<file path="src/rtl/sun_pll_rosc_cal.sv">
`default_nettype none
// ============================================================================
// Module   : sun_pll_rosc_cal
// Purpose  : Calibration controller for the PLL ring oscillator. It counts
//            rising edges of the divided oscillator output over a window of
//            reference clocks and runs a successive-approximation search on
//            the trim code, then re-measures the final code and reports lock
//            or failure.
// Ports    : CK          reference clock (single clock domain)
//            RST         synchronous active-high reset
//            PWRUP       block enable, low forces IDLE
//            CAL_START   level-sampled start request
//            TARGET      desired edge count per window
//            CK_ROSC_S   divided oscillator output (asynchronous to CK)
//            PWRUP_ROSC  oscillator enable
//            TRIM        oscillator trim code (higher = faster)
//            COUNT       last completed measurement
//            CAL_BUSY    calibration in progress
//            LOCK        calibration finished within tolerance
//            CAL_FAIL    calibration finished out of tolerance
// Revision : 1.0 - initial release
// ============================================================================
module sun_pll_rosc_cal #(
  parameter int TRIM_W = 4,
  parameter int CNT_W  = 12,
  parameter int WINDOW = 256,
  parameter int SETTLE = 16,
  parameter int TOL    = 2
) (
  input  logic              CK,
  input  logic              RST,
  input  logic              PWRUP,
  input  logic              CAL_START,
  input  logic [CNT_W-1:0]  TARGET,
  input  logic              CK_ROSC_S,
  output logic              PWRUP_ROSC,
  output logic [TRIM_W-1:0] TRIM,
  output logic [CNT_W-1:0]  COUNT,
  output logic              CAL_BUSY,
  output logic              LOCK,
  output logic              CAL_FAIL
);

  // One shared down-counter times both the settle and measurement phases,
  // so it is sized for the longer of the two.
  localparam int c_TMR_MAX = (WINDOW > SETTLE) ? WINDOW : SETTLE;
  localparam int c_TMR_W   = $clog2(c_TMR_MAX);
  localparam int c_K_W     = (TRIM_W > 1) ? $clog2(TRIM_W) : 1;

  localparam logic [c_TMR_W-1:0] c_SETTLE_LD = c_TMR_W'(SETTLE - 1);
  localparam logic [c_TMR_W-1:0] c_WINDOW_LD = c_TMR_W'(WINDOW - 1);
  localparam logic [c_TMR_W-1:0] c_TMR_ONE   = c_TMR_W'(1);
  localparam logic [c_K_W-1:0]   c_K_MSB     = c_K_W'(TRIM_W - 1);
  localparam logic [c_K_W-1:0]   c_K_ONE     = c_K_W'(1);
  localparam logic [TRIM_W-1:0]  c_TRIM_MSB  = TRIM_W'(1) << (TRIM_W - 1);
  localparam logic [CNT_W-1:0]   c_CNT_MAX   = '1;
  localparam logic [CNT_W-1:0]   c_CNT_ONE   = CNT_W'(1);
  localparam logic [CNT_W:0]     c_TOL       = (CNT_W + 1)'(TOL);

  typedef enum logic [2:0] {
    S_IDLE    = 3'd0,
    S_SETTLE  = 3'd1,
    S_MEASURE = 3'd2,
    S_COMPARE = 3'd3,
    S_DONE    = 3'd4,
    S_FAIL    = 3'd5
  } state_e;

  state_e              state_q, state_d;
  logic [2:0]          sync_q;
  logic [c_TMR_W-1:0]  timer_q, timer_d;
  logic [CNT_W-1:0]    edge_cnt_q, edge_cnt_d;
  logic [c_K_W-1:0]    k_q, k_d;
  logic                verify_q, verify_d;
  logic [TRIM_W-1:0]   trim_q, trim_d;
  logic [CNT_W-1:0]    count_q, count_d;
  logic                pwrup_rosc_q, pwrup_rosc_d;
  logic                busy_q, busy_d;
  logic                lock_q, lock_d;
  logic                fail_q, fail_d;

  logic                w_rise;
  logic [CNT_W:0]      w_abs_diff;
  logic                w_in_tol;

  // sync_q[0..1] form the synchroniser; sync_q[2] only remembers the previous
  // synchronised level for rising-edge detection.
  always_ff @(posedge CK) begin
    if (RST) begin
      sync_q <= '0;
    end else begin
      sync_q <= {sync_q[1:0], CK_ROSC_S};
    end
  end

  assign w_rise = sync_q[1] & ~sync_q[2];

  // Magnitude of (count - target) at CNT_W+1 bits; the subtraction is always
  // larger-minus-smaller so it cannot wrap.
  assign w_abs_diff = (edge_cnt_q >= TARGET) ?
                      ({1'b0, edge_cnt_q} - {1'b0, TARGET}) :
                      ({1'b0, TARGET} - {1'b0, edge_cnt_q});
  assign w_in_tol   = (w_abs_diff <= c_TOL);

  always_comb begin
    state_d    = state_q;
    timer_d    = timer_q;
    edge_cnt_d = edge_cnt_q;
    k_d        = k_q;
    verify_d   = verify_q;
    trim_d     = trim_q;
    count_d    = count_q;

    if (!PWRUP) begin
      // Trim and last count are kept so the oscillator can be re-enabled at
      // its previous setting.
      state_d    = S_IDLE;
      edge_cnt_d = '0;
    end else begin
      case (state_q)
        S_IDLE, S_DONE, S_FAIL: begin
          if (CAL_START) begin
            state_d    = S_SETTLE;
            timer_d    = c_SETTLE_LD;
            k_d        = c_K_MSB;
            verify_d   = 1'b0;
            trim_d     = c_TRIM_MSB;
            edge_cnt_d = '0;
          end
        end

        S_SETTLE: begin
          edge_cnt_d = '0;
          if (timer_q == '0) begin
            state_d = S_MEASURE;
            timer_d = c_WINDOW_LD;
          end else begin
            timer_d = timer_q - c_TMR_ONE;
          end
        end

        S_MEASURE: begin
          if (w_rise && (edge_cnt_q != c_CNT_MAX)) begin
            edge_cnt_d = edge_cnt_q + c_CNT_ONE;
          end
          if (timer_q == '0) begin
            state_d = S_COMPARE;
          end else begin
            timer_d = timer_q - c_TMR_ONE;
          end
        end

        S_COMPARE: begin
          count_d = edge_cnt_q;
          if (!verify_q) begin
            // Too fast: drop the bit under test. Then try the next lower bit,
            // or, once bit 0 is resolved, re-measure the final code.
            if (edge_cnt_q > TARGET) begin
              trim_d[k_q] = 1'b0;
            end
            if (k_q != '0) begin
              trim_d[k_q - c_K_ONE] = 1'b1;
              k_d                   = k_q - c_K_ONE;
            end else begin
              verify_d = 1'b1;
            end
            state_d = S_SETTLE;
            timer_d = c_SETTLE_LD;
          end else begin
            state_d = w_in_tol ? S_DONE : S_FAIL;
          end
        end

        default: begin
          state_d = S_IDLE;
        end
      endcase
    end
  end

  // Status flags are registered copies of the next state so they line up
  // exactly with the state transition edge.
  always_comb begin
    pwrup_rosc_d = PWRUP;
    busy_d       = (state_d == S_SETTLE) || (state_d == S_MEASURE) ||
                   (state_d == S_COMPARE);
    lock_d       = (state_d == S_DONE);
    fail_d       = (state_d == S_FAIL);
  end

  always_ff @(posedge CK) begin
    if (RST) begin
      state_q      <= S_IDLE;
      timer_q      <= '0;
      edge_cnt_q   <= '0;
      k_q          <= '0;
      verify_q     <= 1'b0;
      trim_q       <= '0;
      count_q      <= '0;
      pwrup_rosc_q <= 1'b0;
      busy_q       <= 1'b0;
      lock_q       <= 1'b0;
      fail_q       <= 1'b0;
    end else begin
      state_q      <= state_d;
      timer_q      <= timer_d;
      edge_cnt_q   <= edge_cnt_d;
      k_q          <= k_d;
      verify_q     <= verify_d;
      trim_q       <= trim_d;
      count_q      <= count_d;
      pwrup_rosc_q <= pwrup_rosc_d;
      busy_q       <= busy_d;
      lock_q       <= lock_d;
      fail_q       <= fail_d;
    end
  end

  assign PWRUP_ROSC = pwrup_rosc_q;
  assign TRIM       = trim_q;
  assign COUNT      = count_q;
  assign CAL_BUSY   = busy_q;
  assign LOCK       = lock_q;
  assign CAL_FAIL   = fail_q;

endmodule
`default_nettype wire

</file>
<file path="config.mk">
export PLATFORM = sky130hd
export DESIGN_NAME = sun_pll_rosc_cal
export DESIGN_NICKNAME = d
export VERILOG_FILES = /design/src/rtl/sun_pll_rosc_cal.sv
export SDC_FILE = /design/constraint.sdc
export NUM_CORES = 1
export LEC_CHECK = 0
export ABC_AREA = 1
export ABC_CLOCK_PERIOD_IN_PS = 4100
export BUFFER_PORTS_ARGS = -buffer_cell sky130_fd_sc_hd__buf_2
export CORE_UTILIZATION = 30
export DETAILED_ROUTE_END_ITERATION = 7
export MAX_ROUTING_LAYER = met4
export SKIP_CTS_REPAIR_TIMING = 1
export SLEW_MARGIN = 20
export SYNTH_ARGS = -nofsm -noshare
export SYNTH_HDL_FRONTEND = slang
export SYNTH_SLANG_ARGS = --single-unit
</file>
<file path="constraint.sdc">
create_clock -name CK -period 4.1 [get_ports CK]
set_input_delay 0.615 -clock CK [delete_from_list [all_inputs] [get_ports CK]]
set_output_delay 0.615 -clock CK [all_outputs]
set_load 0.05 [all_outputs]
</file>
==> impl_table.tex <==
\begin{tabular}{lr}
\hline
Metric & Value \\
\hline
\multicolumn{2}{l}{\textbf{GRT}} \\
Via count of the first global-routing pass & 3,407 \\
Total gr overflow & 0 \\
Number of antenna violations at the first check in global routing & 0 \\
Maximum number of pins on one net before global-route repair & 27 \\
First-pass GRT wire length & $\sim$16,000 um \\
Total global routing track utilization & 0.161 \\
\multicolumn{2}{l}{\textbf{Setup path}} \\
CP Max Fanout & 6 \\
Required arrival time at the worst endpoint & roughly 4300 ps \\
Arrival time at the worst endpoint & 2830 ps \\
Reg-to-reg endpoint & state\_q[0]\$\_SDFF\_PP0\_ \\
Startpoint type of the worst setup path & register \\
Crit. End Element & register \\
Flop2flop setup slack & 1440 ps \\
CP Class & reg -> reg \\
Path depth of the worst reg2reg path & 18 \\
Worst flop-to-flop path startpoint & edge\_cnt\_q[0]\$\_SDFFE\_PP0P\_ \\
\multicolumn{2}{l}{\textbf{Floorplan}} \\
Horizontal die dimension & 114 um \\
Die outline height & 114 um \\
Initial cell density of the core & 0.311 \\
Ports placed on the boundary & 37 \\
Full die area & roughly 13,000 um2 \\
Core Footprint & between 10,000 and 15,000 um2 \\
Number of placement rows & 40 \\
\multicolumn{2}{l}{\textbf{Min path}} \\
Count of cells along the worst hold path & 2 \\
Start point of the worst hold path & sync\_q[0]\$\_SDFF\_PP0\_ \\
Destination of the worst hold path & sync\_q[1]\$\_SDFF\_PP0\_ \\
Classification of the worst-slack hold path & reg -> reg \\
\multicolumn{2}{l}{\textbf{Placed design}} \\
Number of port buffers & 36 \\
Routability cong. & around 0.87 \\
Total placed cells including tap cells & roughly 800 \\
HPWL after detailed placement & 8120 um \\
\multicolumn{2}{l}{\textbf{Power}} \\
Post-layout power & 0.00112 W \\
Pwr Density & approximately 260 nW/um2 \\
P\_sw & 0.000323 W \\
Static Leak & 2.14 nW \\
Worst vdd ir & 222 uV \\
Comb power frac & 0.180 \\
Power share of the sequential group & 0.445 \\
Internal portion of total power & 0.000798 W \\
Clock network fraction of design power & 0.375 \\
Sw frac & 0.288 \\
\multicolumn{2}{l}{\textbf{Yosys}} \\
Biggest area consumer among synthesized cells & sky130\_fd\_sc\_hd\_\_dfxtp\_1 \\
Xor and xnor fraction of the mapped netlist area & 0.0163 \\
Sequential area share after synthesis & 0.261 \\
Gate Count Post-Synth & 602 \\
Post-synth EDFFs & 0 \\
Post-synth top area share & 0.261 \\
Share of synthesized area spent on multiplexers & 0 \\
Ys flop type & sky130\_fd\_sc\_hd\_\_dfxtp\_1 \\
Synthesized area per cell & 6.25 um2 \\
Share of the synthesized area in compound gates (AO/OA/AOI/OAI) & 0.150 \\
Post-Synth Simple-Gate Area & 0.340 \\
Distinct cell type count after synthesis & 36 \\
Synth area leaders & sky130\_fd\_sc\_hd\_\_dfxtp\_1 (26\%), sky130\_fd\_sc\_hd\_\_nand2\_1 (16\%), sky130\_fd\_sc\_hd\_\_inv\_1 (11\%) \\
Net Count, Synth & roughly 650 \\
Ranking of synthesized cells by instance count & sky130\_fd\_sc\_hd\_\_nand2\_1 (160), sky130\_fd\_sc\_hd\_\_inv\_1 (106), sky130\_fd\_sc\_hd\_\_a21oi\_1 (51) \\
Flip-flop and latch count after synthesis & 49 \\
YS warnings & 0 \\
Most frequent cell after synthesis & sky130\_fd\_sc\_hd\_\_nand2\_1 \\
Post-synthesis adder-cell area fraction & 0.110 \\
Post-Syn Area & 3760 um2 \\
Fraction of registers with async set/reset & 0 \\
Combinational family with the most area after synthesis & simple AND/OR/NAND/NOR gates \\
\multicolumn{2}{l}{\textbf{Timing}} \\
Slew Limit Headroom & 0.617 \\
Final max-slew violation count & 0 \\
Shortest clock period the worst path allows after layout & about 2700 ps \\
Period utilisation layout & 0.648 \\
Fmax & 376 MHz \\
Setup repair after global routing missed its margin & no \\
Worst Tran Pin Value & 571 ps \\
Total setup violations reported at the end of the flow & 0 \\
Number of hold violations in the final report & 0 \\
Setup TNS & 0 ps \\
Worst Skew & 6.65 ps \\
\multicolumn{2}{l}{\textbf{Detailed routing}} \\
DRC & 0 \\
Total Wirelength & 9830 um \\
Initial DRT Pass Iterations & 5 \\
Post-detailed-route via-to-cell ratio & $\sim$4.6 \\
Initial detailed-routing violation count & 249 \\
Vias after detailed routing & between 3,000 and 4,000 \\
Detail-routed net length per standard cell & 12.2 um \\
Post-route antenna net violation count & 0 \\
\multicolumn{2}{l}{\textbf{Cells and area}} \\
Fillers & roughly 1,400 \\
Antenna diode count & 0 \\
Net total in the final layout & around 690 \\
Area Growth Syn to Fin & 13.6\% \\
Proportion of layout cells with a drive suffix above 1 & 0.117 \\
Count of placed standard cells in the final layout, fillers left out & 807 \\
Final Core Density & 0.353 \\
\multicolumn{2}{l}{\textbf{CTS}} \\
Source-to-sink clock delay at the later pin of the worst-skew pair & 290 ps \\
Clock sink total & between 40 and 50 \\
CTS root buf & sky130\_fd\_sc\_hd\_\_clkbuf\_16 \\
Maximum clock insertion buffer count & 2 \\
Clock transition at the register clock pins on the worst setup and hold paths after CTS & roughly 70 ps \\
Clock buffer count from CTS & 5 \\
Count of H-tree levels built during CTS & 2 \\
CTS tree & yes \\
\multicolumn{2}{l}{\textbf{Outcome}} \\
Status & finished clean \\
\multicolumn{2}{l}{\textbf{Flow run}} \\
Number of max-cap violations & 0 \\
\hline
\end{tabular}
worst max-delay path by stage:
stage / from / endpoint / slack [ps]
final: edge_cnt_q[0]$_SDFFE_PP0P_ / state_q[0]$_SDFF_PP0_ / 1440
after global routing: edge_cnt_q[0]$_SDFFE_PP0P_ / state_q[0]$_SDFF_PP0_ / 1100
after CTS: edge_cnt_q[0]$_SDFFE_PP0P_ / state_q[0]$_SDFF_PP0_ / 1430
after detailed placement: TARGET[0] / state_q[0]$_SDFF_PP0_ / 1140
after global placement: TARGET[0] / state_q[0]$_SDFF_PP0_ / 1220
after floorplan: TARGET[0] / state_q[0]$_SDFF_PP0_ / 1660
state kept, by name, summed over array words and instances (netlist names):
signal      cells
CAL_BUSY        1
CAL_FAIL        1
COUNT          12
LOCK            1
PWRUP_ROSC      1
TRIM            4
edge_cnt_q     12
k_q             2
state_q         3
sync_q          3
timer_q         8
verify_q        1
worst max-delay path, stage by stage, from the launching register on:
cell,delay (ps)
sky130_fd_sc_hd__dfxtp_1,380
sky130_fd_sc_hd__inv_1,190
sky130_fd_sc_hd__ha_1,190
sky130_fd_sc_hd__inv_1,90
sky130_fd_sc_hd__fa_1,480
sky130_fd_sc_hd__nand3_1,110
sky130_fd_sc_hd__nand3_1,130
sky130_fd_sc_hd__nand2_1,110
sky130_fd_sc_hd__nand2_1,50
sky130_fd_sc_hd__nand2_1,60
sky130_fd_sc_hd__nand2_1,50
sky130_fd_sc_hd__nor2_1,80
sky130_fd_sc_hd__nand2_1,60
sky130_fd_sc_hd__a21oi_1,120
sky130_fd_sc_hd__nand2_1,60
sky130_fd_sc_hd__o21bai_1,160
sky130_fd_sc_hd__nand2_1,100
sky130_fd_sc_hd__nand2_1,80
sky130_fd_sc_hd__nor2_1,40
per-layer routing:
metal,vias up,share of wire,GRT usage
met2,68,0.46,0.266
met4,0,0.011,0.0390
met1,1689,0.50,0.211
met3,10,0.025,0.0143
met5,-,0,-
li1,1984,-,-
layout make-up:
| cell class | count | area, um2 | share of cell area |
|---|---|---|---|
| multi-input combinational | 432 | 2320 | 0.543 |
| sequential | 49 | 981 | 0.229 |
| inverter | 113 | 424 | 0.0992 |
| tap | 168 | 210 | 0.0492 |
| timing repair buffer | 37 | 188 | 0.0439 |
| clock buffer | 6 | 139 | 0.0325 |
| clock inverter | 2 | 13.8 | 0.00322 |
power groups by stage:
stage	logic (W)	clock network (W)	registers, W
global placement	0.000201	0	0.000510
global route	0.000229	0.000447	0.000500
floorplan	0.000144	0	0.000515
detailed placement	0.000199	0	0.000510
finish	0.000202	0.000420	0.000499
CTS	0.000201	0.000430	0.000499
stage by stage:
step	hold slack (ps)	area (um2)	worst slack, ps
detailed placement	408	4120	1140
floorplan	388	3760	1660
finish	412	4280	1440
global placement	405	4120	1220
global route	436	4280	1100
CTS	419	4280	1430
cell usage in the layout (no fill, tap or decap), types with 3 or more instances in the layout:
cell	instances
sky130_fd_sc_hd__nand2_1	160
sky130_fd_sc_hd__inv_1	106
sky130_fd_sc_hd__a21oi_1	51
sky130_fd_sc_hd__dfxtp_1	49
sky130_fd_sc_hd__nor2_1	40
sky130_fd_sc_hd__nand3_1	39
sky130_fd_sc_hd__buf_2	36
sky130_fd_sc_hd__o21ai_0	33
sky130_fd_sc_hd__ha_1	30
sky130_fd_sc_hd__nor3_1	13
sky130_fd_sc_hd__nand4_1	11
sky130_fd_sc_hd__inv_2	7
sky130_fd_sc_hd__nand2_2	7
sky130_fd_sc_hd__xor2_1	6
sky130_fd_sc_hd__o21bai_1	5
sky130_fd_sc_hd__clkbuf_16	5
sky130_fd_sc_hd__a31oi_1	4
sky130_fd_sc_hd__nor2_4	3
sky130_fd_sc_hd__nor2_2	3
cell families after synthesis:
| family | after synthesis |
|---|---|
| XOR/XNOR | 7 |
| AO/OA/AOI/OAI | 104 |
| adder cells (fa/ha/maj) | 32 |
| flip-flops | 49 |
| AND/OR/NAND/NOR | 289 |
| buffers and inverters | 121 |
(Power assumes the default switching activity.)
